File: config.mk
export PLATFORM = sky130hd
export DESIGN_NAME = edm_pulse_gen
export DESIGN_NICKNAME = d
export VERILOG_FILES = /design/src/rtl/edm_pulse_gen.sv
export SDC_FILE = /design/constraint.sdc
export NUM_CORES = 1
export LEC_CHECK = 0
export BUFFER_PORTS_ARGS = -buffer_cell sky130_fd_sc_hd__buf_2
export CORE_MARGIN = 2
export CORE_UTILIZATION = 34
export CTS_CLUSTER_SIZE = 16
export DETAILED_ROUTE_END_ITERATION = 8
export GPL_TIMING_DRIVEN = 0
export PLACE_DENSITY = 0.58
export SLEW_MARGIN = 10
export SYNTH_ARGS = -nofsm -noshare
export SYNTH_HDL_FRONTEND = slang
export SYNTH_SLANG_ARGS = --single-unit
File: constraint.sdc
create_clock -name clk -period 3.65 [get_ports clk]
set_input_delay 0.73 -clock clk [delete_from_list [all_inputs] [get_ports clk]]
set_output_delay 0.73 -clock clk [all_outputs]
set_load 0.005 [all_outputs]
File: src/rtl/edm_pulse_gen.sv
// edm_pulse_gen
// Discharge pulse generator that sits behind the SPI command decoder. A start
// strobe latches Ton/Toff into shadow registers and runs an ON/OFF gate pulse
// train until a stop strobe arrives, or until the Ton reloaded at the end of
// an OFF period is zero. Ton/Toff are counted in units of CLK_PER_UNIT clocks.
//
// Ports:
//   clk            system clock
//   rst            synchronous active-high reset
//   machine_start  1-cycle start strobe
//   machine_stop   1-cycle stop strobe (wins over a simultaneous start)
//   Ton_data       on-time in units
//   Toff_data      off-time in units (0 is treated as 1)
//   pulse_out      registered gate drive, high during ON
//   running        high while in ON or OFF
//   pulse_cnt      ON periods since the last start, saturating
//   feedback_data  {running, zero pad, pulse_cnt}, one cycle behind
module edm_pulse_gen #(
  parameter int unsigned CLK_PER_UNIT = 50,
  parameter int unsigned CNT_W        = 24
) (
  input  logic             clk,
  input  logic             rst,
  input  logic             machine_start,
  input  logic             machine_stop,
  input  logic [15:0]      Ton_data,
  input  logic [15:0]      Toff_data,
  output logic             pulse_out,
  output logic             running,
  output logic [CNT_W-1:0] pulse_cnt,
  output logic [31:0]      feedback_data
);

  typedef enum logic [1:0] {IDLE, ON, OFF} state_t;

  localparam logic [15:0]      PRESC_LAST = 16'(CLK_PER_UNIT - 1);
  localparam logic [CNT_W-1:0] CNT_MAX    = '1;

  state_t           state_reg;
  logic [15:0]      presc_reg;
  logic [15:0]      unit_reg;
  logic [15:0]      ton_sh_reg;
  logic [15:0]      toff_sh_reg;
  logic [CNT_W-1:0] cnt_reg;
  logic             pulse_reg;
  logic             running_reg;
  logic [31:0]      fb_reg;

  logic             unit_tick;
  logic [15:0]      period_len;
  logic             period_done;
  logic [15:0]      toff_clamped;
  logic [CNT_W-1:0] cnt_next;
  logic [31:0]      fb_next;

  // Both shadows are non-zero while running (Ton checked before ON, Toff
  // clamped), so period_len - 1 never wraps.
  assign unit_tick    = (presc_reg == PRESC_LAST);
  assign period_len   = (state_reg == ON) ? ton_sh_reg : toff_sh_reg;
  assign period_done  = unit_tick && (unit_reg == period_len - 16'd1);
  assign toff_clamped = (Toff_data == 16'd0) ? 16'd1 : Toff_data;
  assign cnt_next     = (cnt_reg == CNT_MAX) ? cnt_reg : cnt_reg + CNT_W'(1);

  always_comb begin
    fb_next            = '0;
    fb_next[CNT_W-1:0] = cnt_reg;
    fb_next[31]        = running_reg;
  end

  always_ff @(posedge clk) begin
    if (rst) begin
      state_reg   <= IDLE;
      presc_reg   <= '0;
      unit_reg    <= '0;
      ton_sh_reg  <= '0;
      toff_sh_reg <= '0;
      cnt_reg     <= '0;
      pulse_reg   <= 1'b0;
      running_reg <= 1'b0;
      fb_reg      <= '0;
    end else begin
      fb_reg <= fb_next;
      case (state_reg)
        IDLE: begin
          if (machine_start && !machine_stop && (Ton_data != 16'd0)) begin
            state_reg   <= ON;
            pulse_reg   <= 1'b1;
            running_reg <= 1'b1;
            cnt_reg     <= CNT_W'(1);
            presc_reg   <= '0;
            unit_reg    <= '0;
            ton_sh_reg  <= Ton_data;
            toff_sh_reg <= toff_clamped;
          end
        end
        ON, OFF: begin
          if (machine_stop) begin
            // pulse_cnt is deliberately kept for host readback.
            state_reg   <= IDLE;
            pulse_reg   <= 1'b0;
            running_reg <= 1'b0;
            presc_reg   <= '0;
            unit_reg    <= '0;
          end else if (period_done) begin
            presc_reg <= '0;
            unit_reg  <= '0;
            if (state_reg == ON) begin
              state_reg <= OFF;
              pulse_reg <= 1'b0;
            end else begin
              // End of OFF: the next period always uses fresh inputs.
              ton_sh_reg  <= Ton_data;
              toff_sh_reg <= toff_clamped;
              if (Ton_data != 16'd0) begin
                state_reg <= ON;
                pulse_reg <= 1'b1;
                cnt_reg   <= cnt_next;
              end else begin
                state_reg   <= IDLE;
                running_reg <= 1'b0;
              end
            end
          end else if (unit_tick) begin
            presc_reg <= '0;
            unit_reg  <= unit_reg + 16'd1;
          end else begin
            presc_reg <= presc_reg + 16'd1;
          end
        end
        default: begin
          state_reg   <= IDLE;
          pulse_reg   <= 1'b0;
          running_reg <= 1'b0;
          presc_reg   <= '0;
          unit_reg    <= '0;
        end
      endcase
    end
  end

  assign pulse_out     = pulse_reg;
  assign running       = running_reg;
  assign pulse_cnt     = cnt_reg;
  assign feedback_data = fb_reg;

endmodule

==> flow_metrics.env <==
export IMPL_synthTopCellsByArea="dfxtp_1, mux2i_1, nor2_1"
export IMPL_grt_ovfl_total=0
export IMPL_hold_end="feedback_data[31]$_SDFF_PP0_"
export IMPL_cts_made_buffers=17
export IMPL_wirelength_mm=14.6
export IMPL_async_flop_share=0
export IMPL_reg2reg_depth=16
export IMPL_min_period_ns=3.46
export IMPL_vdd_ir_drop_worst_mv=0.443
export IMPL_rows=46
export IMPL_hpwl_mm=10.5
export IMPL_p_total_uw=5860
export IMPL_cts_root_buf="clkbuf_16"
export IMPL_critPathKind="reg2reg"
export IMPL_clockBufferDepth=2
export IMPL_diodes=0
export IMPL_viasPerCell=4.93
export IMPL_crit_family="simple AND/OR/NAND/NOR gates"
export IMPL_cts_htree_levels=4
export IMPL_instances_no_fill=994
export IMPL_drive_gt1_frac=0.253
export IMPL_start_util=0.351
export IMPL_chipWidth_um=133
export IMPL_grt_pass1_wl_mm=23.3
export IMPL_reg2reg_from="state_reg[1]$_SDFFE_PP0P_"
export IMPL_num_vias=4903
export IMPL_drc_errors=0
export IMPL_area_growth_pct=30.2
export IMPL_clk_insertion_delay_late_ns=0.42
export IMPL_antenna_found_initial=0
export IMPL_gp_congestion=0.797
export IMPL_ys_ff_latch=117
export IMPL_synth_avg_cell_area_um2=8.85
export IMPL_die_area_um2=17600
export IMPL_syn_area_um2=5620
export IMPL_r2r_slack_ns=0.19
export IMPL_place_ws_ns=-1.01
export IMPL_grt_max_degree=17
export IMPL_max_freq_mhz=289
export IMPL_slew_limit_headroom=0.598
export IMPL_synth_edff_count=0
export IMPL_ys_warn_count=0
export IMPL_place_inst=943
export IMPL_layout_common_cells="dfxtp_1, nor2_1, buf_2, mux2i_1, nand2_1"
export IMPL_cp_max_fo=10
export IMPL_drt_pass1_iterations=4
export IMPL_drtIter0Drc=276
export IMPL_arrival_ns=3.81
export IMPL_largest_reg_flops=25
export IMPL_setup_violations=0
export IMPL_end_kind="flip-flop"
export IMPL_slew_violations=0
export IMPL_grtUsageTotal=0.166
export IMPL_cp_startpoint="state_reg[1]$_SDFFE_PP0P_"
export IMPL_crit_slowest_cell="or4b_4"
export IMPL_worstPathBufferInverterCount=6
export IMPL_fillCellCount=1588
export IMPL_synth_cell_types=60
export IMPL_postRouteAntennaNets=0
export IMPL_core_area_um2=16000
export IMPL_slowest_delay_ns=0.49
export IMPL_ys_seq_area_frac=0.417
export IMPL_avgRoutedWirePerCell_um=14.6
export IMPL_leakage_uw=0.00304
export IMPL_status="completed"
export IMPL_min_delay_start="running$_SDFFE_PP0P_"
export IMPL_min_delay_path_depth=1
export IMPL_tightest_slew_ns=0.603
export IMPL_fin_hold_ws_ns=0.491
export IMPL_synth_main_ff_cell="dfxtp_1"
export IMPL_startpoint_type="flip-flop"
export IMPL_final_common_cell="dfxtp_1"
export IMPL_rsz0062_at_grt="false"
export IMPL_hold_violations=0
export IMPL_hp_class="reg2reg"
export IMPL_period_share=0.949
export IMPL_cpMostUsedCell="buf_6"
export IMPL_clkSlewWorstSetupHoldPaths_ns=0.05
export IMPL_die_y_um=133
export IMPL_clock_sinks=117
export IMPL_yosys_area_top_type="dfxtp_1"
export IMPL_crit_required_ns=3.99
export IMPL_fin_worst_skew_ns=0.00974
export IMPL_pin_count=94
export IMPL_cts_tree="done"
export IMPL_nNetsFinal=810
export IMPL_power_density_nw_per_um2=801
export IMPL_cts_hold_buf=0
export IMPL_synth_top_area_share=0.417
export IMPL_reg2reg_to="pulse_cnt[18]$_SDFFE_PP0P_"
export IMPL_syn_inst=635
export IMPL_path_cells="inv_2 > ha_4 > or4b_4 > a222oi_1 > buf_4 > buf_6 > nand3_4 > a211oi_4 > nor3_4 > buf_6 > nor4_4 > buf_4 > buf_6 > o21ai_2 > or3_1 > a21oi_1"
export IMPL_worst_slack_ns=0.186
export IMPL_numPortBuffers=86
export IMPL_grt_pass1_vias=4514
export IMPL_cap_violations=0
-- synth_stat cells (10+ instances only) --
master,number
a21oi_1,20
nor2b_1,24
inv_1,10
nor3_1,10
xor2_1,31
or3_1,10
nor4_1,13
nor2_1,99
o21ai_0,20
nand4_1,22
clkbuf_1,13
dfxtp_1,117
nand3_1,14
mux2i_1,49
xnor2_1,26
nand2_1,37
and3_1,10
-- worst max path at each step --
stage | slack (ns) | cells past startpoint | to
after floorplan | -0.04 | 17 | ton_sh_reg[15]$_SDFFE_PP0P_
after global placement | -1.02 | 17 | ton_sh_reg[4]$_SDFFE_PP0P_
after detailed placement | -1.01 | 17 | toff_sh_reg[12]$_SDFFE_PP0P_
after CTS | 0.008 | 15 | pulse_cnt[11]$_SDFFE_PP0P_
after global routing | 0.007 | 14 | toff_sh_reg[2]$_SDFFE_PP0P_
final | 0.19 | 16 | pulse_cnt[18]$_SDFFE_PP0P_
-- cell families (layout without fill, tap and decap cells) --
logic type | count (synthesis) | count (layout) | share of synthesized area
simple gates | 281 | 281 | 0.263
flops | 117 | 117 | 0.417
compound gates | 76 | 76 | 0.0853
xor+xnor | 57 | 57 | 0.0888
mux | 50 | 50 | 0.0893
buf+inv | 45 | 182 | 0.0381
fa+ha+maj | 8 | 8 | 0.0178
other cells | 1 | 7 | 0.000667
-- what timing repair did --
| item | CTS | global route |
|---|---|---|
| gates resized for setup | 41 | 24 |
| pin swaps | 10 | 12 |
| endpoints found under the setup margin | 76 | 73 |
| setup buffers | 17 | 6 |
-- area by class of cell --
type	count	area (µm²)	area share
plain buffers	33	238	0.0325
well taps	216	270	0.0369
multi-input cells	479	3270	0.447
flip-flops and latches	117	2340	0.321
clock inverters	8	48.8	0.00667
clock buffers	23	508	0.0694
repair buffers	108	598	0.0818
inverters	10	37.5	0.00513
-- power breakdown --
group          total [µW]  leakage, µW  internal (µW)  switching, µW
sequential           1620     0.000948           1440            186
clock                1550     0.000277            964            582
combinational        2690      0.00182           1310           1380
-- routing by layer --
layer	vias up	track usage	share of wire
li1	2490	-	-
met1	2295	0.215	0.47
met2	109	0.264	0.47
met3	9	0.0506	0.051
met4	0	0.0556	0.0098
met5	-	0	0
-- through the flow --
step / instance area, µm² / TNS, ns / utilization
2_1_floorplan: 5640 / -1.18 / -
3_3_place_gp: 6340 / -59.99 / 0.396
3_5_place_dp: 6340 / -59.02 / 0.396
4_1_cts: 7190 / 0 / 0.449
5_1_grt: 7310 / 0 / 0.457
6_report: 7310 / 0 / 0.457
(Power assumes the default switching activity.)
